## src/rtl/apb_protocol_monitor_if.sv

```systemverilog
// apb_protocol_monitor_if: APB3 bus signal bundle shared by master, slave and passive monitor
// Signals: psel/penable/pwrite/paddr/pwdata driven by master; prdata/pready/pslverr driven by slave.
// Modports: master, slave, monitor (monitor observes everything, drives nothing).
interface apb_protocol_monitor_if #(
   parameter int ADDR_W  = 32,
   parameter int DATA_W  = 32,
   parameter int NUM_SLV = 1
);
   logic [NUM_SLV-1:0] psel;
   logic               penable;
   logic               pwrite;
   logic [ADDR_W-1:0]  paddr;
   logic [DATA_W-1:0]  pwdata;
   logic [DATA_W-1:0]  prdata;
   logic               pready;
   logic               pslverr;
   modport master  (output psel, penable, pwrite, paddr, pwdata, input prdata, pready, pslverr);
   modport slave   (input psel, penable, pwrite, paddr, pwdata, output prdata, pready, pslverr);
   modport monitor (input psel, penable, pwrite, paddr, pwdata, prdata, pready, pslverr);
endinterface

```

## src/rtl/apb_protocol_monitor.sv

```systemverilog
// apb_protocol_monitor: passive APB3 phase tracker with sticky violation flags, event pulses and debug counters
// Ports:
//   pclk, presetn  clock and async active-low reset
//   bus            APB signals, observed through the monitor modport
//   chk_en         1 = violation reporting enabled (FSM tracks regardless)
//   clr            sync clear of flags and counters (same-edge events still land)
//   err_flags      sticky violations: 0 PSEL_MULTI, 1 ENABLE_NO_SETUP, 2 SETUP_NO_ENABLE,
//                  3 UNSTABLE, 4 TIMEOUT, 5 ENABLE_DROP, 6 SLVERR
//   err_pulse      violations detected at the last edge
//   xfer_count     completed transfers, saturating
//   err_count      cycles with at least one violation, saturating
//   wait_max       worst wait-state count of any completed transfer
module apb_protocol_monitor #(
   parameter int ADDR_W  = 32,
   parameter int DATA_W  = 32,
   parameter int NUM_SLV = 1,
   parameter int TIMEOUT = 16,
   parameter int CNT_W   = 16,
   localparam int WAIT_W = $clog2(TIMEOUT + 1)
) (
   input  logic                   pclk,
   input  logic                   presetn,
   apb_protocol_monitor_if.monitor bus,
   input  logic                   chk_en,
   input  logic                   clr,
   output logic [6:0]             err_flags,
   output logic [6:0]             err_pulse,
   output logic [CNT_W-1:0]       xfer_count,
   output logic [CNT_W-1:0]       err_count,
   output logic [WAIT_W-1:0]      wait_max
);
   typedef enum logic {IDLE, ACCESS} state_t;
   state_t             state;
   logic [NUM_SLV-1:0] cap_sel;
   logic [ADDR_W-1:0]  cap_addr;
   logic               cap_write;
   logic [DATA_W-1:0]  cap_wdata;
   logic [WAIT_W-1:0]  wait_cnt;
   logic               in_acc, done, stall, tmo, unstable;
   logic [6:0]         det;
   logic [CNT_W-1:0]   xfer_base, err_base;
   logic [WAIT_W-1:0]  wmax_base;
   logic               unused_rdata;
   assign unused_rdata = ^bus.prdata;
   always_comb begin
      in_acc    = state == ACCESS;
      done      = in_acc && bus.penable && bus.pready;
      stall     = in_acc && bus.penable && !bus.pready;
      // this stall is the TIMEOUT-th wait state
      tmo       = stall && wait_cnt == WAIT_W'(TIMEOUT - 1);
      unstable  = in_acc && (cap_sel != bus.psel || cap_addr != bus.paddr || cap_write != bus.pwrite ||
                             (cap_write && cap_wdata != bus.pwdata));
      det       = {done && bus.pslverr,
                   in_acc && !bus.penable && wait_cnt != '0,
                   tmo,
                   unstable,
                   in_acc && !bus.penable && wait_cnt == '0,
                   !in_acc && bus.penable,
                   $countones(bus.psel) > 1};
      // clear first, so an event on the same edge survives the clear
      xfer_base = clr ? '0 : xfer_count;
      err_base  = clr ? '0 : err_count;
      wmax_base = clr ? '0 : wait_max;
   end
   always_ff @(posedge pclk or negedge presetn)
      if (!presetn) begin
         state      <= IDLE;
         cap_sel    <= '0;
         cap_addr   <= '0;
         cap_write  <= 1'b0;
         cap_wdata  <= '0;
         wait_cnt   <= '0;
         err_flags  <= '0;
         err_pulse  <= '0;
         xfer_count <= '0;
         err_count  <= '0;
         wait_max   <= '0;
      end else begin
         if (!in_acc) begin
            if (|bus.psel && !bus.penable) begin
               state     <= ACCESS;
               cap_sel   <= bus.psel;
               cap_addr  <= bus.paddr;
               cap_write <= bus.pwrite;
               cap_wdata <= bus.pwdata;
               wait_cnt  <= '0;
            end
         end else if (!bus.penable || bus.pready || tmo)
            state <= IDLE;
         else
            wait_cnt <= wait_cnt + WAIT_W'(1);
         xfer_count <= xfer_base + CNT_W'(done && !(&xfer_base));
         wait_max   <= done && wait_cnt > wmax_base ? wait_cnt : wmax_base;
         if (chk_en) begin
            err_flags <= (clr ? 7'h00 : err_flags) | det;
            err_pulse <= det;
            err_count <= err_base + CNT_W'(|det && !(&err_base));
         end else if (clr) begin
            err_flags <= '0;
            err_count <= '0;
         end
      end
endmodule

```

## src/flat_wrapper.sv

```systemverilog
// flat-port wrapper written by rule: the top's interface ports become plain ports
module apb_protocol_monitor_flat 
#(
   parameter int ADDR_W  = 32,
   parameter int DATA_W  = 32,
   parameter int NUM_SLV = 1,
   parameter int TIMEOUT = 16,
   parameter int CNT_W   = 16,
   localparam int WAIT_W = $clog2(TIMEOUT + 1)
)
  (pclk, presetn, chk_en, clr, err_flags, err_pulse, xfer_count, err_count, wait_max, bus_psel, bus_penable, bus_pwrite, bus_paddr, bus_pwdata, bus_prdata, bus_pready, bus_pslverr);
  apb_protocol_monitor_if #(.ADDR_W(ADDR_W), .DATA_W(DATA_W), .NUM_SLV(NUM_SLV)) bus_i ();
  input  logic pclk;
  input  logic presetn;
  input  logic chk_en;
  input  logic clr;
  output logic [6:0] err_flags;
  output logic [6:0] err_pulse;
  output logic [CNT_W-1:0] xfer_count;
  output logic [CNT_W-1:0] err_count;
  output logic [WAIT_W-1:0] wait_max;
  input wire logic [$bits(bus_i.psel)-1:0] bus_psel;
  input wire logic [$bits(bus_i.penable)-1:0] bus_penable;
  input wire logic [$bits(bus_i.pwrite)-1:0] bus_pwrite;
  input wire logic [$bits(bus_i.paddr)-1:0] bus_paddr;
  input wire logic [$bits(bus_i.pwdata)-1:0] bus_pwdata;
  input wire logic [$bits(bus_i.prdata)-1:0] bus_prdata;
  input wire logic [$bits(bus_i.pready)-1:0] bus_pready;
  input wire logic [$bits(bus_i.pslverr)-1:0] bus_pslverr;
  assign bus_i.psel = bus_psel;
  assign bus_i.penable = bus_penable;
  assign bus_i.pwrite = bus_pwrite;
  assign bus_i.paddr = bus_paddr;
  assign bus_i.pwdata = bus_pwdata;
  assign bus_i.prdata = bus_prdata;
  assign bus_i.pready = bus_pready;
  assign bus_i.pslverr = bus_pslverr;
  apb_protocol_monitor #(.ADDR_W(ADDR_W), .DATA_W(DATA_W), .NUM_SLV(NUM_SLV), .TIMEOUT(TIMEOUT), .CNT_W(CNT_W)) u_core (.pclk(pclk), .presetn(presetn), .bus(bus_i), .chk_en(chk_en), .clr(clr), .err_flags(err_flags), .err_pulse(err_pulse), .xfer_count(xfer_count), .err_count(err_count), .wait_max(wait_max));
endmodule
```

## config.mk

```make
export PLATFORM = sky130hd
export DESIGN_NAME = apb_protocol_monitor_flat
export DESIGN_NICKNAME = d
export VERILOG_FILES = /design/src/rtl/apb_protocol_monitor_if.sv /design/src/rtl/apb_protocol_monitor.sv /design/src/flat_wrapper.sv
export SDC_FILE = /design/constraint.sdc
export NUM_CORES = 1
export LEC_CHECK = 0
export CORE_MARGIN = 8
export CORE_UTILIZATION = 49
export CTS_BUF_LIST = sky130_fd_sc_hd__clkbuf_16
export DETAILED_ROUTE_END_ITERATION = 10
export GPL_ROUTABILITY_DRIVEN = 0
export HOLD_SLACK_MARGIN = 0.02
export MAX_ROUTING_LAYER = met4
export PLACE_DENSITY = 0.9
export SYNTH_ARGS = -nofsm -noshare
export SYNTH_HDL_FRONTEND = slang
export SYNTH_SLANG_ARGS = --single-unit
```

## constraint.sdc

```tcl
create_clock -name pclk -period 3.1 [get_ports pclk]
set_input_delay 0.62 -clock pclk [delete_from_list [all_inputs] [get_ports pclk]]
set_output_delay 0.62 -clock pclk [all_outputs]
set_load 0.005 [all_outputs]
```

### After elaboration in Yosys (flattened, before gate mapping)

Index checks and enable logic that the tools add are counted.

| storage, ports and cells | value |
|---|---|
| register bits | 122 |
| bits in latches | 0 |
| RAM bits | 0 |
| ROM bits | 0 |
| bits of input ports | 105 |
| output and inout bits | 51 |
| logic and storage cells | 69 |
| memories kept | 0 |

| operators by class | value |
|---|---|
| add/sub/neg operators | 3 |
| multipliers | 0 |
| div/mod/pow operators | 0 |
| magnitude comparators | 1 |
| equality and inequality tests | 6 |
| shifts and indexed selects | 0 |
| multiplexer cells | 13 |
| bitwise gates (word level) | 2 |
| reduce and logical (&&, ||, !) cells | 33 |

Operators by type and width:

| operator | count |
|---|---|
| 32-bit != test | 2 |
| 16-bit 2-to-1 mux | 3 |
| 16-bit by 1-bit adder with 16-bit output | 2 |
| 16-bit AND reduction | 2 |
| 5-bit 2-to-1 mux | 5 |
| 1-bit logical AND | 15 |
| 7-bit 2-to-1 mux | 2 |
| 7-bit OR | 1 |
| 6-bit OR reduction | 1 |
| 5-bit by 1-bit adder with 5-bit output (second input constant) | 1 |
| 5-bit by 4-bit == test with 1-bit output (second input constant) | 1 |
| 5-bit > comparator | 1 |
| 1-bit logical NOT | 5 |
| 5-bit logical NOT | 1 |
| 1-bit logical OR | 5 |
| 5-bit nonzero test | 1 |
| 2-bit AND reduction | 2 |
| 1-bit 2-to-1 mux | 3 |
| 1-bit != test | 2 |
| 2-bit != test (second input constant) | 1 |
| 2-bit nonzero test | 1 |
| 1-bit inverter | 1 |

### Depth between registers and ports, before layout

| depth | value |
|---|---|
| word-level depth | 9 |
| mapped depth | 14 |
| gate-level depth less buffers | 14 |

### Worst setup path after synthesis

Ideal clock, no wire load.

| timing | value |
|---|---|
| kind | input -> register |
| start | input port bus_pwdata[9] |
| end | register u_core.err_count[12] |
| library setup time | 132 ps |
| arrival | 2799 ps |
| data required time | 2968 ps |
| setup slack | 169 ps |
| cell stages on the path | 14 |
| path buffers | 0 |
| path through | xor2_1 > nor4_1 > nand4_1 > or4_4 > o21ai_2 > a311oi_1 > ha_1 > ha_1 > nand2_1 > or3_1 > nor2_1 > nand4_1 > xor2_1 > nor2_1 |

| on the way | value |
|---|---|
| word-level cells in the longest chain between the ends | 8 |

RTL lines:

| what | RTL line | text |
|---|---|---|
| start: declaration | flat_wrapper.sv:26 | `input wire logic [$bits(bus_i.pwdata)-1:0] bus_pwdata;` |
| 32-bit != test | apb_protocol_monitor.sv:52 | `(cap_write && cap_wdata != bus.pwdata));` |
| 1-bit logical AND | apb_protocol_monitor.sv:52 |  |
| 1-bit logical OR | apb_protocol_monitor.sv:51 | `unstable = in_acc && (cap_sel != bus.psel \|\| cap_addr != bus.paddr \|\| cap_write != bus.pwrite \|\|` |
| 1-bit logical AND | apb_protocol_monitor.sv:51 |  |
| 6-bit OR reduction | apb_protocol_monitor.sv:97 | `err_count <= err_base + CNT_W'(\|det && !(&err_base));` |
| 1-bit logical AND | apb_protocol_monitor.sv:97 |  |
| 16-bit by 1-bit adder with 16-bit output | apb_protocol_monitor.sv:97 |  |
| 16-bit 2-to-1 mux | apb_protocol_monitor.sv:94 | `if (chk_en) begin` |
| end signal: assignment | apb_protocol_monitor.sv:97 |  |
| end: declaration | apb_protocol_monitor.sv:29 | `output logic [CNT_W-1:0] err_count,` |

No other way between the ends.
A chain may end at the register's enable or synchronous reset.

### Worst setup path in the final report

| timing | value |
|---|---|
| start | register u_core.cap_wdata[20] |
| end | register u_core.err_count[8] |

| on the way | value |
|---|---|
| word-level cells in the longest chain between the ends | 8 |

RTL lines:

| what | RTL line | text |
|---|---|---|
| start: declaration | apb_protocol_monitor.sv:37 | `logic [DATA_W-1:0] cap_wdata;` |
| start signal: assignment | apb_protocol_monitor.sv:85 | `cap_wdata <= bus.pwdata;` |
| 32-bit != test | apb_protocol_monitor.sv:52 |  |
| 1-bit logical AND | apb_protocol_monitor.sv:52 |  |
| 1-bit logical OR | apb_protocol_monitor.sv:51 |  |
| 1-bit logical AND | apb_protocol_monitor.sv:51 |  |
| 6-bit OR reduction | apb_protocol_monitor.sv:97 |  |
| 1-bit logical AND | apb_protocol_monitor.sv:97 |  |
| 16-bit by 1-bit adder with 16-bit output | apb_protocol_monitor.sv:97 |  |
| 16-bit 2-to-1 mux | apb_protocol_monitor.sv:94 |  |

No other way between the ends.

==> impl_metrics.toml <==
[cts]
htree_levels = 4
clkSlewWorstSetupHoldPaths_ps = 60
clkSinkCount = 121
cts_made_buffers = 17
clk_latency_ps = 420
tritoncts = "built"
cts.path.max_buffers = 2
cts-root-buf = "clkbuf_16"

[sta]
finalMaxSlewViolations = 0
tightest_slew_ps = 563.6
setup_viol = 0
finalHoldViolCount = 0
fmax_mhz = 339.0
clock_skew_ps = 6.022
period_share_pct = 95.15
fin_crit_ps = 2950
relSlewSlack_pct = 62.29

[synth]
synth_mux_area_share_pct = 1.413
synth_warnings = 0
ys_seq_area_share_pct = 51.02
yosysUniqueCellTypes = 41
synth-edff-count = 0
ys_ff_latch = 121
synth_adder_area_share_pct = 2.530
syn_area_per_cell_um2 = 9.244
synth_compound_area_share_pct = 4.132
async_flop_share_pct = 100.0
ys.flop_type = "dfrtp_1"
synthCells = 642
synth-xor-area-share_pct = 13.14
synth_top_family_by_area = "simple AND/OR/NAND/NOR gates"
synth_area_um2 = 5934
yosys.area_share.simple_pct = 24.71

[die]
rows = 40
die-area_um2 = 15890
core_area_um2 = 11910
die_x_um = 126.1
initial_utilization_pct = 49.82
io_pins = 156
die_h_um = 126.1

[route]
drtIter0Drc = 346
ant_nets = 0
wl_met2_um = 7680
post-route-drc-count = 0
dr_wl_met3_um = 946
vias_per_cell = 5.230
met1Wirelength_um = 6397
top_layer = "met4"
wire_per_inst_um = 15.97
routed_wl_um = 15280
dr_total_vias = 5005
drtPass1Iterations = 4

[critical_path]
crit_path_start = "u_core.cap_wdata[20]"
crit_arrival_ps = 3240
required_ps = 3390
slowest_stage = "or4_4"
critPathMaxStageDelay_ps = 520
path_max_fanout = 3
cp-start-kind = "flop"
critPathCaptureType = "flop"
path_class = "flop to flop"
timing.rr.start = "u_core.cap_wdata[20]"
crit_chain = "xor2_1, nor4_2, buf_4, nand4_1, or4_4, o21ai_4, a311oi_2, ha_2, ha_1, nand2_1, or3_4, buf_4, nor2_1, xnor2_1, nor2_1"

[layout]
layout-drive-gt1-share_pct = 11.48
final_common_cell = "nand2_1"
stdcell_count = 957
final_cell_mix = "nand2_1, dfrtp_1, clkdlybuf4s50_1, xor2_1, buf_4"
fin_nets = 914
final.fill_count = 865
n_antenna_cell = 0
synthToLayoutAreaGrowth_pct = 39.36
design_area_um2 = 8270

[power_and_ir_drop]
p_comb_share_pct = 14.5
intPower_w = 0.003292
pwr-share-clk_pct = 43.1
switchingPower_w = 0.001134
p_leak_nw = 4.008
sequentialPowerShare_pct = 42.4
power_per_cell_area_nw_per_um2 = 535.2
switching_share_pct = 25.62
vdd_drop_max_mv = 0.5092

[global_routing]
grt_antenna_before_repair = 0
gr-usage-all-layers_pct = 19.66
grt_pass1_vias = 5154
grt_pass1_wl_um = 24540
grt_max_degree = 73
grt_overflow = 0

[place]
dp.cells = 922
post-dp-hpwl_um = 10660
numPortBuffers = 121
placed_area_um2 = 7523

[worst_hold_path]
holdCritPathClass = "input pin to async pin"

[job]
drv_cap = 0

[status]
status = "finished, final reports clean"
power groups by stage:
stage	clock network (W)	logic (W)	registers, W
6_report	0.00191	0.000644	0.00188
3_5_place_dp	0	0.000619	0.00189
3_3_place_gp	0	0.000588	0.00188
5_1_grt	0.00199	0.000722	0.00189
4_1_cts	0.00193	0.000628	0.00187
2_1_floorplan	0	0.000339	0.00187
sequential cells by signal, indices dropped and copies added (netlist names):
name               count
u_core.wait_cnt        5
u_core.cap_sel         1
u_core.err_flags       6
u_core.in_acc          1
u_core.wait_max        5
u_core.xfer_count     16
u_core.err_pulse       6
u_core.cap_write       1
u_core.cap_addr       32
u_core.err_count      16
u_core.cap_wdata      32
cell usage after synthesis (all sizes together) (2+ instances only):
cell type  count  area (um2)
nor2          20       75.07
nor4          14       87.58
xnor2         24       210.2
o21a           2       15.01
a21oi          8       43.79
mux2i          5       50.05
nand2        219       822.0
dfrtp        121        3028
nor3b          4       35.03
buf           11       57.55
or3           11       68.82
nor3           3       15.01
nor2b         16       100.1
clkbuf        15       56.30
nand2b         8       57.55
and3           2       12.51
xor2          65       569.3
mux2           3       33.78
inv           17       63.81
nand3         13       65.06
o21ai         22       113.9
ha            12       150.1
nand4         15       93.84
layout make-up:
| class | instances | area, um2 | share of cell area (%) |
|---|---|---|---|
| well taps | 147 | 183.9 | 2.224 |
| clock inverters | 15 | 140.1 | 1.694 |
| flip-flops and latches | 121 | 3028 | 36.61 |
| repair buffers | 161 | 1587 | 19.18 |
| multi-input cells | 479 | 2843 | 34.37 |
| clock buffers | 17 | 425.4 | 5.144 |
| inverters | 17 | 63.81 | 0.7716 |
worst paths after layout:
kind,depth (start not counted),end,slack (ps)
max,15,u_core.err_count[8],150
min,1,u_core.xfer_count[11],90
max reg2reg,15,u_core.err_count[8],150
min reg2reg,1,u_core.cap_sel,490
max in group asynchronous,2,u_core.cap_addr[7],2330
min in group pclk,3,u_core.cap_wdata[31],460
metrics by stage:
step | worst slack [ps] | TNS [ps] | total power [W] | hold WS, ps | utilization [%]
after floorplan | 169.5 | 0 | 0.002206 | 324.4 | -
after global placement | -407.1 | -3964 | 0.002471 | 470.7 | 63.16
after detailed placement | -494.0 | -5992 | 0.002509 | 473.8 | 63.16
after CTS | 0.5700 | 0 | 0.004429 | 79.00 | 68.08
after global routing | -27.22 | -27.22 | 0.004605 | 95.14 | 69.43
final | 150.3 | 0 | 0.004426 | 88.55 | 69.43
cell families after synthesis:
logic type / Yosys count
AO/OA/AOI/OAI: 39
XOR/XNOR: 89
adder cells (fa/ha/maj): 12
buffers and inverters: 43
flip-flops: 121
multiplexers: 8
other: 1
AND/OR/NAND/NOR: 329
routing by layer:
metal  GRT usage, %  up-vias
li1               -     2394
met1          22.67     2412
met2          32.18      173
met3          5.696       26
met4          7.006        0
met5              -        -
critical path, delay by kind of cell (launching register included):
family / cells / cell delay [ps]
buffers and inverters: 2 / 290
XOR/XNOR: 2 / 320
AND/OR/NAND/NOR: 7 / 1240
flip-flops: 1 / 400
adder cells (fa/ha/maj): 2 / 380
AO/OA/AOI/OAI: 2 / 210
timing repair:
action                                  CTS  global route
pin swaps                                 7            19
setup buffers                             0             3
gates resized for setup                   6            36
endpoints found under the setup margin    5             8
hold buffers                              0             0
Power figures use the tool's default switching activity.
